**config.mk**
```make
export PLATFORM = sky130hd
export DESIGN_NAME = riscv_multicycle_ctrl
export DESIGN_NICKNAME = d
export VERILOG_FILES = /design/src/rtl/riscv_ctrl_pkg.sv /design/src/rtl/riscv_ctrl_outdec.sv /design/src/rtl/riscv_multicycle_ctrl.sv
export SDC_FILE = /design/constraint.sdc
export NUM_CORES = 1
export LEC_CHECK = 0
export CORE_UTILIZATION = 65
export CTS_CLUSTER_DIAMETER = 200
export CTS_CLUSTER_SIZE = 28
export DETAILED_ROUTE_END_ITERATION = 7
export DONT_BUFFER_PORTS = 1
export PLACE_DENSITY = 0.88
export SLEW_MARGIN = 20
export SYNTH_ARGS = -nofsm -noshare
export SYNTH_HDL_FRONTEND = slang
export SYNTH_SLANG_ARGS = --single-unit
```
**constraint.sdc**
```tcl
create_clock -name Clk -period 6.5 [get_ports Clk]
set_clock_uncertainty 0.2 [all_clocks]
set_input_delay 1.3 -clock Clk [delete_from_list [all_inputs] [get_ports Clk]]
set_output_delay 1.3 -clock Clk [all_outputs]
set_load 0.01 [all_outputs]
```
**src/rtl/riscv_ctrl_pkg.sv**
```systemverilog
// Shared types and encodings for the multicycle RV32I control FSM and its output decoder.
package riscv_ctrl_pkg;

    localparam int OPCODE_W = 7;
    localparam int STATE_W  = 4;

    localparam logic [OPCODE_W-1:0] OP_LW  = 7'b0000011;
    localparam logic [OPCODE_W-1:0] OP_SW  = 7'b0100011;
    localparam logic [OPCODE_W-1:0] OP_R   = 7'b0110011;
    localparam logic [OPCODE_W-1:0] OP_I   = 7'b0010011;
    localparam logic [OPCODE_W-1:0] OP_JAL = 7'b1101111;
    localparam logic [OPCODE_W-1:0] OP_BEQ = 7'b1100011;

    typedef enum logic [STATE_W-1:0] {
        S_FETCH    = 4'd0,
        S_DECODE   = 4'd1,
        S_MEMADR   = 4'd2,
        S_MEMREAD  = 4'd3,
        S_MEMWB    = 4'd4,
        S_MEMWRITE = 4'd5,
        S_EXECUTER = 4'd6,
        S_EXECUTEI = 4'd7,
        S_ALUWB    = 4'd8,
        S_JAL      = 4'd9,
        S_BEQ      = 4'd10
    } state_t;

    localparam logic [1:0] RES_ALUOUT    = 2'b00;
    localparam logic [1:0] RES_DATA      = 2'b01;
    localparam logic [1:0] RES_ALURESULT = 2'b10;

    localparam logic [1:0] SRCA_PC    = 2'b00;
    localparam logic [1:0] SRCA_OLDPC = 2'b01;
    localparam logic [1:0] SRCA_RD1   = 2'b10;

    localparam logic [1:0] SRCB_RD2  = 2'b00;
    localparam logic [1:0] SRCB_IMM  = 2'b01;
    localparam logic [1:0] SRCB_FOUR = 2'b10;

    localparam logic [1:0] ALUOP_ADD   = 2'b00;
    localparam logic [1:0] ALUOP_SUB   = 2'b01;
    localparam logic [1:0] ALUOP_FUNCT = 2'b10;

endpackage

```
**src/rtl/riscv_ctrl_outdec.sv**
```systemverilog
// Combinational state-to-control-word decoder; zero latency, Mem_Ready gates the FETCH enables.
// PCWrite/reset gating is applied by the parent.
module riscv_ctrl_outdec
    import riscv_ctrl_pkg::*;
(
    input  logic [STATE_W-1:0] i_state,
    input  logic               i_mem_ready,
    output logic               o_pc_update,
    output logic               o_branch,
    output logic               o_adr_src,
    output logic               o_ir_write,
    output logic               o_mem_write,
    output logic               o_reg_write,
    output logic [1:0]         o_result_src,
    output logic [1:0]         o_alu_src_a,
    output logic [1:0]         o_alu_src_b,
    output logic [1:0]         o_alu_op
);

    always_comb begin
        o_pc_update  = 1'b0;
        o_branch     = 1'b0;
        o_adr_src    = 1'b0;
        o_ir_write   = 1'b0;
        o_mem_write  = 1'b0;
        o_reg_write  = 1'b0;
        o_result_src = RES_ALUOUT;
        o_alu_src_a  = SRCA_PC;
        o_alu_src_b  = SRCB_RD2;
        o_alu_op     = ALUOP_ADD;
        case (state_t'(i_state))
            S_FETCH: begin
                o_alu_src_b  = SRCB_FOUR;
                o_result_src = RES_ALURESULT;
                o_ir_write   = i_mem_ready;
                o_pc_update  = i_mem_ready;
            end
            S_DECODE: begin
                o_alu_src_a = SRCA_OLDPC;
                o_alu_src_b = SRCB_IMM;
            end
            S_MEMADR: begin
                o_alu_src_a = SRCA_RD1;
                o_alu_src_b = SRCB_IMM;
            end
            S_MEMREAD: begin
                o_adr_src = 1'b1;
            end
            S_MEMWB: begin
                o_result_src = RES_DATA;
                o_reg_write  = 1'b1;
            end
            S_MEMWRITE: begin
                o_adr_src   = 1'b1;
                o_mem_write = 1'b1;
            end
            S_EXECUTER: begin
                o_alu_src_a = SRCA_RD1;
                o_alu_op    = ALUOP_FUNCT;
            end
            S_EXECUTEI: begin
                o_alu_src_a = SRCA_RD1;
                o_alu_src_b = SRCB_IMM;
                o_alu_op    = ALUOP_FUNCT;
            end
            S_ALUWB: begin
                o_reg_write = 1'b1;
            end
            S_JAL: begin
                o_alu_src_a = SRCA_OLDPC;
                o_alu_src_b = SRCB_FOUR;
                o_pc_update = 1'b1;
            end
            S_BEQ: begin
                o_alu_src_a = SRCA_RD1;
                o_alu_op    = ALUOP_SUB;
                o_branch    = 1'b1;
            end
            default: ;
        endcase
    end

endmodule

```
**src/rtl/riscv_multicycle_ctrl.sv**
```systemverilog
// Main control FSM for the multicycle RV32I core: 3-5 cycles per instruction plus memory wait states.
// Stalls in FETCH/MEMREAD/MEMWRITE while Mem_Ready=0; counts retired instructions, flags illegal opcodes.
module riscv_multicycle_ctrl
    import riscv_ctrl_pkg::*;
#(
    parameter int CNT_W = 32,
    parameter int OP_W  = 7
) (
    input  logic             Clk,
    input  logic             Reset,
    input  logic [OP_W-1:0]  Opcode,
    input  logic             Zero,
    input  logic             Mem_Ready,
    output logic             PCWrite,
    output logic             AdrSrc,
    output logic             IRWrite,
    output logic             MemWrite,
    output logic             RegWrite,
    output logic [1:0]       ResultSrc,
    output logic [1:0]       ALUSrcA,
    output logic [1:0]       ALUSrcB,
    output logic [1:0]       ALUOp,
    output logic             Illegal_Op,
    output logic [CNT_W-1:0] Instr_Count
);

    state_t              r_state;
    logic [CNT_W-1:0]    r_instr_count;
    logic                r_illegal_op;
    logic [OPCODE_W-1:0] w_opcode;
    logic                w_pc_update;
    logic                w_branch;
    logic                w_ir_write;
    logic                w_mem_write;
    logic                w_reg_write;

    assign w_opcode = Opcode[OPCODE_W-1:0];

    riscv_ctrl_outdec u_outdec (
        .i_state      (r_state),
        .i_mem_ready  (Mem_Ready),
        .o_pc_update  (w_pc_update),
        .o_branch     (w_branch),
        .o_adr_src    (AdrSrc),
        .o_ir_write   (w_ir_write),
        .o_mem_write  (w_mem_write),
        .o_reg_write  (w_reg_write),
        .o_result_src (ResultSrc),
        .o_alu_src_a  (ALUSrcA),
        .o_alu_src_b  (ALUSrcB),
        .o_alu_op     (ALUOp)
    );

    // Write enables are masked by Reset so an aborted instruction never commits anything.
    assign PCWrite     = (w_pc_update | (w_branch & Zero)) & ~Reset;
    assign IRWrite     = w_ir_write & ~Reset;
    assign MemWrite    = w_mem_write & ~Reset;
    assign RegWrite    = w_reg_write & ~Reset;
    assign Illegal_Op  = r_illegal_op;
    assign Instr_Count = r_instr_count;

    always_ff @(posedge Clk or posedge Reset) begin
        if (Reset) begin
            r_state       <= S_FETCH;
            r_instr_count <= '0;
            r_illegal_op  <= 1'b0;
        end else begin
            r_illegal_op <= 1'b0;
            case (r_state)
                S_FETCH: begin
                    if (Mem_Ready) r_state <= S_DECODE;
                end
                S_DECODE: begin
                    case (w_opcode)
                        OP_LW, OP_SW: r_state <= S_MEMADR;
                        OP_R:         r_state <= S_EXECUTER;
                        OP_I:         r_state <= S_EXECUTEI;
                        OP_JAL:       r_state <= S_JAL;
                        OP_BEQ:       r_state <= S_BEQ;
                        default: begin
                            r_state      <= S_FETCH;
                            r_illegal_op <= 1'b1;
                        end
                    endcase
                end
                S_MEMADR: begin
                    r_state <= (w_opcode == OP_LW) ? S_MEMREAD : S_MEMWRITE;
                end
                S_MEMREAD: begin
                    if (Mem_Ready) r_state <= S_MEMWB;
                end
                S_MEMWB: begin
                    r_state       <= S_FETCH;
                    r_instr_count <= r_instr_count + CNT_W'(1);
                end
                S_MEMWRITE: begin
                    if (Mem_Ready) begin
                        r_state       <= S_FETCH;
                        r_instr_count <= r_instr_count + CNT_W'(1);
                    end
                end
                S_EXECUTER, S_EXECUTEI, S_JAL: begin
                    r_state <= S_ALUWB;
                end
                S_ALUWB, S_BEQ: begin
                    r_state       <= S_FETCH;
                    r_instr_count <= r_instr_count + CNT_W'(1);
                end
                default: begin
                    r_state <= S_FETCH;
                end
            endcase
        end
    end

endmodule

```
==> flow_metrics.tcl <==
set metrics [dict create \
    outcome "finished with violations" \
    failed_checks "design-rule violations" \
    p_sw_share_pct 28.5 \
    cp-start-kind "input pin" \
    grt_pass1_wl_mm 6.36 \
    critical_path_class "in2out" \
    track_usage_pct 25.5 \
    clk_transition_reported_paths_ps 120 \
    root_buffer "clkbuf_4" \
    postCtsSetupRepairBufs 0 \
    vias_per_cell 6.51 \
    critical_path_arrival_ps 2010 \
    cts.repair.resized 0 \
    drive_gt1_share_pct 8.29 \
    power_density_mw_per_mm2 227 \
    ys_warn_count 0 \
    numCtsBuffers 5 \
    synth_top_area_share_pct 46.5 \
    regArea_um2 926 \
    yosysTopAreaCell "dfrtp_1" \
    clockPowerShare_pct 34.1 \
    fin_crit_sh_pct 54.0 \
    final-instance-count-excl-fill 236 \
    final-setup-viol-count 0 \
    syn-mean-instance-area_um2 9.85 \
    grt_overflow_total 0 \
    grt_max_degree 39 \
    hold_class "reg2reg" \
    globalplace.congestion 0.850 \
    ys_seq_area_share_pct 46.5 \
    slew_viol_final 0 \
    setup_tns_ps 0 \
    fillCellCount 199 \
    fin_crit_ps 3510 \
    multiInputGateArea_mm2 0.00102 \
    first_global_vias 1403 \
    post_dp_cell_area_mm2 0.00201 \
    power.total_uw 476 \
    ys_ff_latch 37 \
    intPower_uw 340 \
    postSynth.asyncResetShare_pct 100 \
    fmax_mhz 285 \
    synth.cells.most_frequent "dfrtp_1 (37), nand2_1 (27), xnor2_1 (23)" \
    synth_edf_count 0 \
    n_antenna_cell 0 \
    tightest_slew_ps 823 \
    yosysMostFrequentCell "dfrtp_1" \
    detail_route.wl_per_cell_um 16.1 \
    ant_nets 0 \
    ctsHoldBuffers 0 \
    io-pin-count 57 \
    core_region_area_mm2 0.00283 \
    ctsLongestPathBuffers 2 \
    p_comb_share_pct 9.9 \
    drc 3 \
    initial_core_util_pct 70.3 \
    detail_route.first_pass.iterations 6 \
    synth_cells 202 \
    antenna_found_initial 0 \
    wl_met2_mm 1.84 \
    cap_violations 0 \
    relSlewSlack_pct 44.7 \
    hpwl_mm 2.73 \
    cts_tree "yes" \
    p_switching_uw 136 \
    num-nets-final 216 \
    place.port_buffers 0 \
    p_leak_uw 0.000824 \
    final_area_mm2 0.00209 \
    die_w_um 57.3 \
    wirelength_mm 3.80 \
    insertion_delay_ps 340 \
    worstSetupEndpointType "output pin" \
    die_y_um 57.3 \
    power_frac_seq_pct 56.1 \
    hold_viol_final 0 \
    synth_flop_cell "dfrtp_1" \
    rows 19 \
    drtIter0Drc 64 \
    top_layer "met4" \
    rsz0062_at_grt "no" \
    yosys-top-cells-area "dfrtp_1 (47%), xnor2_1 (10%), nand2_1 (5.1%)" \
    synth.cell_area_mm2 0.00199 \
    syn-num-nets 214 \
    critical_path_required_ps 5000 \
    synthDistinctLibCells 41 \
    wl_met1_mm 1.64 \
    h-tree-depth 2 \
    clkSinkCount 37 \
    die_area_mm2 0.00329 \
    wl_met3_um 266 \
    worstPathMaxFanout 38 \
    dp_cells 228 \
    num_vias 1537 \
    peakVddDrop_mv 0.193 \
    syn2layout_area_growth_pct 5.28 \
]
## path summary, 6_finish.rpt
check | to | depth (start not counted) | startpoint | slack, ps
setup / recovery | IRWrite | 3 | Reset | 2990
hold / removal | Instr_Count[31] | 1 | Instr_Count[31] | 350
max in group asynchronous | Instr_Count[22] | 2 | Reset | 5050
hold reg to reg | Instr_Count[31] | 1 | Instr_Count[31] | 350
min in group asynchronous | r_state[0] | 2 | Reset | 730
setup reg to reg | Instr_Count[31] | 5 | r_state[2] | 3870
## per-layer routing
layer | global-route usage [%] | up-vias
met2 | 40.7 | 71
met3 | 8.39 | 7
li1 | - | 728
met5 | 0 | -
met1 | 32.5 | 731
met4 | 9.76 | 0
## stage by stage
| stage | setup slack (ps) | utilization [%] | hold WS (ps) |
|---|---|---|---|
| 2_1_floorplan | 2580 | - | 308 |
| 6_report | 2990 | 74.0 | 346 |
| 4_1_cts | 2960 | 74.0 | 356 |
| 5_1_grt | 2870 | 74.0 | 383 |
| 3_3_place_gp | 2960 | 71.1 | 325 |
| 3_5_place_dp | 2960 | 71.1 | 336 |
## power groups by stage
stage               logic, µW  clock network, µW  registers, µW
CTS                      46.6                165            267
global placement         44.9                  0            269
detailed placement       46.4                  0            271
global route             51.6                175            269
floorplan                42.1                  0            263
finish                   46.9                162            267
## cell usage in the layout, fill, tap and decap left out, drive strengths merged, types with 2 or more instances in the layout
cell type and count:
a21oi 5, and3 6, and4 2, clkbuf 5, dfrtp 37, inv 5
nand2 27, nand2b 5, nand3 9, nand4 14, nor2 12, nor3 11
nor4 5, o21ai 2, o32ai 2, or3 2, or4b 2, xnor2 23
xor2 11
## worst max-delay path: stages
cell    delay (ps)
inv_1           30
buf_4          390
and3_1         290
## final cells by class
class                   instances  share of cell area [%]
repair buffers                  1                   0.358
flip-flops and latches         37                    44.2
multi-input cells             154                    48.7
well taps                      31                    1.85
clock inverters                 3                    2.21
clock buffers                   5                    1.79
inverters                       5                   0.896
## flip-flops by register name, summed over array words and instances (netlist names)
signal,cells
Illegal_Op,1
Instr_Count,32
r_state,4
## kinds of logic after synthesis
logic type / share of synthesized area (%)
AOI/OAI and AO/OA: 7.11
xor gates and xnor gates: 15.0
adders and majority gates: 0.629
buffers and inverters: 2.20
DFF: 46.5
muxes: 0.566
and+or+nand+nor: 28.0
No activity file was read; power rests on OpenSTA's default activity.
